**src/rtl/seed_key_round_ctrl.sv**
```systemverilog
// SEED key-schedule round controller: walks the A..D / KC rotations and emits the
// per-round pre-G operands t0 = A+C-KC and t1 = B-D+KC over a valid/ready handshake.
module seed_key_round_ctrl #(
    parameter int unsigned NUM_ROUNDS = 16,
    parameter logic [31:0] KC_INIT    = 32'h9E3779B9
) (
    input  logic         clk,
    input  logic         rst,
    input  logic         start,
    input  logic [127:0] key_in,
    output logic         busy,
    output logic         out_valid,
    input  logic         out_ready,
    output logic [3:0]   round_idx,
    output logic [31:0]  t0,
    output logic [31:0]  t1,
    output logic         done
);

    typedef enum logic [1:0] {
        ST_IDLE,
        ST_OUT,
        ST_DONE
    } state_e;

    localparam logic [3:0] LAST_ROUND = 4'(NUM_ROUNDS - 1);

    state_e      state_q;
    logic [31:0] a_q, b_q, c_q, d_q, kc_q;
    logic [31:0] a_d, b_d, c_d, d_d, kc_d;
    logic [3:0]  round_q, round_d;
    logic [31:0] t0_q, t1_q;
    logic        busy_q, valid_q, done_q;
    logic        load, advance;

    assign load    = (state_q == ST_IDLE) && start;
    assign advance = (state_q == ST_OUT) && out_ready && (round_q != LAST_ROUND);

    // NOTE: every _d gets its hold value first so no path through this block infers a latch.
    always_comb begin
        a_d     = a_q;
        b_d     = b_q;
        c_d     = c_q;
        d_d     = d_q;
        kc_d    = kc_q;
        round_d = round_q;
        if (load) begin
            {a_d, b_d, c_d, d_d} = key_in;
            kc_d    = KC_INIT;
            round_d = '0;
        end else if (advance) begin
            if (!round_q[0]) begin
                {a_d, b_d} = {b_q[7:0], a_q, b_q[31:8]};   // (A||B) rotr 8
            end else begin
                {c_d, d_d} = {c_q[23:0], d_q, c_q[31:24]}; // (C||D) rotl 8
            end
            kc_d    = {kc_q[30:0], kc_q[31]};
            round_d = round_q + 4'd1;
        end
    end

    always_ff @(posedge clk or posedge rst) begin
        if (rst) begin
            state_q <= ST_IDLE;
            a_q     <= '0;
            b_q     <= '0;
            c_q     <= '0;
            d_q     <= '0;
            kc_q    <= '0;
            round_q <= '0;
            t0_q    <= '0;
            t1_q    <= '0;
            busy_q  <= 1'b0;
            valid_q <= 1'b0;
            done_q  <= 1'b0;
        end else begin
            a_q     <= a_d;
            b_q     <= b_d;
            c_q     <= c_d;
            d_q     <= d_d;
            kc_q    <= kc_d;
            round_q <= round_d;
            // Built from next-state values so the operands line up with out_valid.
            t0_q    <= a_d + c_d - kc_d;
            t1_q    <= b_d - d_d + kc_d;
            case (state_q)
                ST_IDLE: begin
                    if (start) begin
                        state_q <= ST_OUT;
                        busy_q  <= 1'b1;
                        valid_q <= 1'b1;
                    end
                end
                ST_OUT: begin
                    if (out_ready && (round_q == LAST_ROUND)) begin
                        state_q <= ST_DONE;
                        valid_q <= 1'b0;
                        done_q  <= 1'b1;
                    end
                end
                ST_DONE: begin
                    state_q <= ST_IDLE;
                    done_q  <= 1'b0;
                    busy_q  <= 1'b0;
                end
                default: state_q <= ST_IDLE;
            endcase
        end
    end

    assign busy      = busy_q;
    assign out_valid = valid_q;
    assign round_idx = round_q;
    assign t0        = t0_q;
    assign t1        = t1_q;
    assign done      = done_q;

endmodule

```
**config.mk**
```make
export PLATFORM = sky130hd
export DESIGN_NAME = seed_key_round_ctrl
export DESIGN_NICKNAME = d
export VERILOG_FILES = /design/src/rtl/seed_key_round_ctrl.sv
export SDC_FILE = /design/constraint.sdc
export NUM_CORES = 1
export LEC_CHECK = 0
export ABC_CLOCK_PERIOD_IN_PS = 14170
export CAP_MARGIN = 15
export CORE_MARGIN = 5
export CORE_UTILIZATION = 47
export CTS_BUF_LIST = sky130_fd_sc_hd__clkbuf_16
export DETAILED_ROUTE_END_ITERATION = 16
export PLACE_DENSITY = 0.73
export SLEW_MARGIN = 20
export SYNTH_ARGS = -nofsm -noshare
export SYNTH_HDL_FRONTEND = slang
export SYNTH_SLANG_ARGS = --single-unit
```
**constraint.sdc**
```tcl
create_clock -name clk -period 14.17 [get_ports clk]
set_clock_uncertainty 0.15 [all_clocks]
set_input_delay 2.834 -clock clk [delete_from_list [all_inputs] [get_ports clk]]
set_output_delay 2.834 -clock clk [all_outputs]
set_load 0.02 [all_outputs]
```
==> results.sh <==
export IMPL_status="completed"
export IMPL_seqCellArea_um2=5830
export IMPL_worst_setup_path_end_kind="flip-flop"
export IMPL_worst_pin_slew_ns=0.866
export IMPL_ys_flop_type="dfrtp_1"
export IMPL_wl_per_cell_um=22.1
export IMPL_gp_congestion=0.986
export IMPL_fin_area_um2=17000
export IMPL_fin_setup_tns_ns=0
export IMPL_clkLatencyLatePin_ns=0.53
export IMPL_synthCells=1329
export IMPL_synth_area_leaders="dfrtp_1 (42%), mux2i_1 (12%), fa_1 (9.0%)"
export IMPL_ys_seq_area_frac=0.424
export IMPL_fin_nets=1768
export IMPL_dpl_hpwl_um=32800
export IMPL_yosysUniqueCellTypes=53
export IMPL_cts_tree="yes"
export IMPL_cts_resized=0
export IMPL_synth_edf_count=0
export IMPL_arrival_ns=8.87
export IMPL_async_flop_share=1.00
export IMPL_synth_top_family_by_area="adder cells"
export IMPL_routed_wl_met2_um=19400
export IMPL_grt_ovfl_total=0
export IMPL_cap_violations=0
export IMPL_drv_slew=0
export IMPL_cts_root_buf="clkbuf_16"
export IMPL_detail_route_first_pass_iterations=5
export IMPL_ant_nets=0
export IMPL_cp_required_ns=14.42
export IMPL_worst_hold_slack_ns=0.357
export IMPL_synth_nets=1588
export IMPL_htree_levels=1
export IMPL_timing_fmax_mhz=116
export IMPL_fin_crit_ns=8.62
export IMPL_drc_errors=0
export IMPL_rsz0062_at_grt="false"
export IMPL_cts_hold_buf=0
export IMPL_crit_path_start_kind="input port"
export IMPL_synthXorXnorAreaFrac=0.0414
export IMPL_crit_path_max_fanout=35
export IMPL_fin_util=0.592
export IMPL_post_synth_top_count_cell="dfrtp_1"
export IMPL_core_um2=28800
export IMPL_dieWidth_um=181
export IMPL_grt_pass1_vias=11000
export IMPL_syn_mean_instance_area_um2=10.3
export IMPL_synth_warnings=0
export IMPL_top_layer_used="met4"
export IMPL_area_growth_pct=23.8
export IMPL_routed_wl_um=42200
export IMPL_synth_common_cells="dfrtp_1 (233), nand2_1 (168), mux2i_1 (158)"
export IMPL_row_count=62
export IMPL_start_util=0.478
export IMPL_antenna_found_initial=0
export IMPL_met1Wirelength_um=18300
export IMPL_synth_seq_cells=233
export IMPL_dpl_instance_area_um2=16100
export IMPL_dr_wl_met3_um=3100
export IMPL_muxShareOfSynthArea=0.115
export IMPL_clkTransAtPathRegs_ns=0.06
export IMPL_die_h_um=181
export IMPL_yosys_area_top_type="dfrtp_1"
export IMPL_synth_simple_area_share=0.0972
export IMPL_hold_class="reg -> reg"
export IMPL_n_fill_cell=2384
export IMPL_vias_per_cell=5.60
export IMPL_final_hold_viol_count=0
export IMPL_grt_usage=0.252
export IMPL_synth_fa_ha_area_frac=0.149
export IMPL_grt_max_degree=186
export IMPL_finalSetupViolCount=0
export IMPL_drtIter0Drc=1031
export IMPL_drive_gt1_frac=0.0439
export IMPL_diodes=0
export IMPL_multi_input_area_um2=7350
export IMPL_synth_top_cell_area_share=0.424
export IMPL_slew_limit_headroom=0.422
export IMPL_via_count=10700
export IMPL_cts_made_buffers=25
export IMPL_die_area_um2=32800
export IMPL_cts_setup_buffers=0
export IMPL_grt_pass1_wl_um=64800
export IMPL_critPathKind="in -> reg"
export IMPL_syn_cell_area_um2=13700
export IMPL_cts_max_path_buffers=3
export IMPL_ios=203
export IMPL_period_share=0.609
export IMPL_synth_compound_area_share=0.131
export IMPL_cts_sinks=233
export IMPL_portBuffers=202
sequential cells by signal, summed over array words and instances (netlist names):
| signal | count |
|---|---|
| state_q | 2 |
| out_valid | 1 |
| done | 1 |
| d_q | 32 |
| kc_q | 32 |
| b_q | 32 |
| t1 | 32 |
| c_q | 32 |
| a_q | 32 |
| round_idx | 4 |
| busy | 1 |
| t0 | 32 |
cell type report:
| class | instances | area share |
|---|---|---|
| clock buffers | 25 | 0.0367 |
| clock inverters | 20 | 0.0161 |
| inverters | 96 | 0.0216 |
| multi-input cells | 943 | 0.432 |
| flip-flops and latches | 233 | 0.342 |
| well taps | 384 | 0.0282 |
| repair buffers | 210 | 0.123 |
cells in the final DEF (no fill, tap or decap), drive strengths merged, types with 4 or more instances in the layout:
master | Yosys | layout
a211oi | 4 | 4
a21o | 28 | 28
a21oi | 63 | 63
a31oi | 7 | 7
and2 | 22 | 22
buf | 13 | 8
bufinv | 0 | 7
clkbuf | 44 | 25
clkdlybuf4s50 | 0 | 202
clkinv | 0 | 10
dfrtp | 233 | 233
fa | 62 | 62
ha | 65 | 65
inv | 96 | 98
mux2i | 158 | 158
nand2 | 169 | 169
nand3 | 22 | 22
nand4 | 7 | 7
nor2 | 34 | 34
nor2b | 6 | 6
nor3 | 7 | 7
o211ai | 4 | 4
o21a | 35 | 35
o21ai | 130 | 130
o21bai | 5 | 5
o31ai | 5 | 5
or2 | 11 | 11
xnor2 | 44 | 44
xor2 | 21 | 21
metal layers:
layer / vias to the layer above / track usage
li1: 4919 / -
met1: 5252 / 0.359
met2: 462 / 0.406
met3: 77 / 0.0382
met4: 0 / 0.0715
met5: - / 0
path summary, 6_finish.rpt:
| path | from | depth (start not counted) | to | slack, ns |
|---|---|---|---|---|
| min | done | 1 | done | 0.36 |
| min in group asynchronous | rst | 2 | a_q[9] | 2.73 |
| max | out_ready | 21 | t1[28] | 5.55 |
| max in group asynchronous | rst | 3 | t1[23] | 9.71 |
| min reg2reg | done | 1 | done | 0.36 |
| max reg2reg | round_idx[0] | 20 | t1[28] | 7.54 |
worst max-delay path, stage by stage:
cell	delay [ns]
clkdlybuf4s50_1	0.46
nand2_1	0.08
nor2_1	0.21
and2_1	0.16
buf_4	0.41
nand2_4	0.46
buf_4	0.47
mux2i_1	0.21
o21ai_0	0.16
fa_1	0.59
inv_1	0.04
ha_1	0.35
a21o_1	0.22
a21oi_1	0.18
a21oi_1	0.16
o31a_1	0.34
a21oi_1	0.30
a21oi_2	0.17
a221oi_4	0.41
nor3_1	0.07
or4b_1	0.52
logic make-up after synthesis:
family | after synthesis
simple gates | 295
compound gates | 298
xor+xnor | 65
buf+inv | 153
flops | 233
mux | 158
fa+ha+maj | 127
stage by stage:
| step | instances | setup WS (ns) |
|---|---|---|
| global placement | 1866 | 5.26 |
| CTS | 1911 | 5.67 |
| floorplan | 1329 | 4.80 |
| detailed placement | 1866 | 5.12 |
| global route | 1911 | 5.22 |
| finish | 1911 | 5.55 |
Power is not shown: default switching activity piles up to over one toggle a cycle in this logic, so the estimate is an artifact.
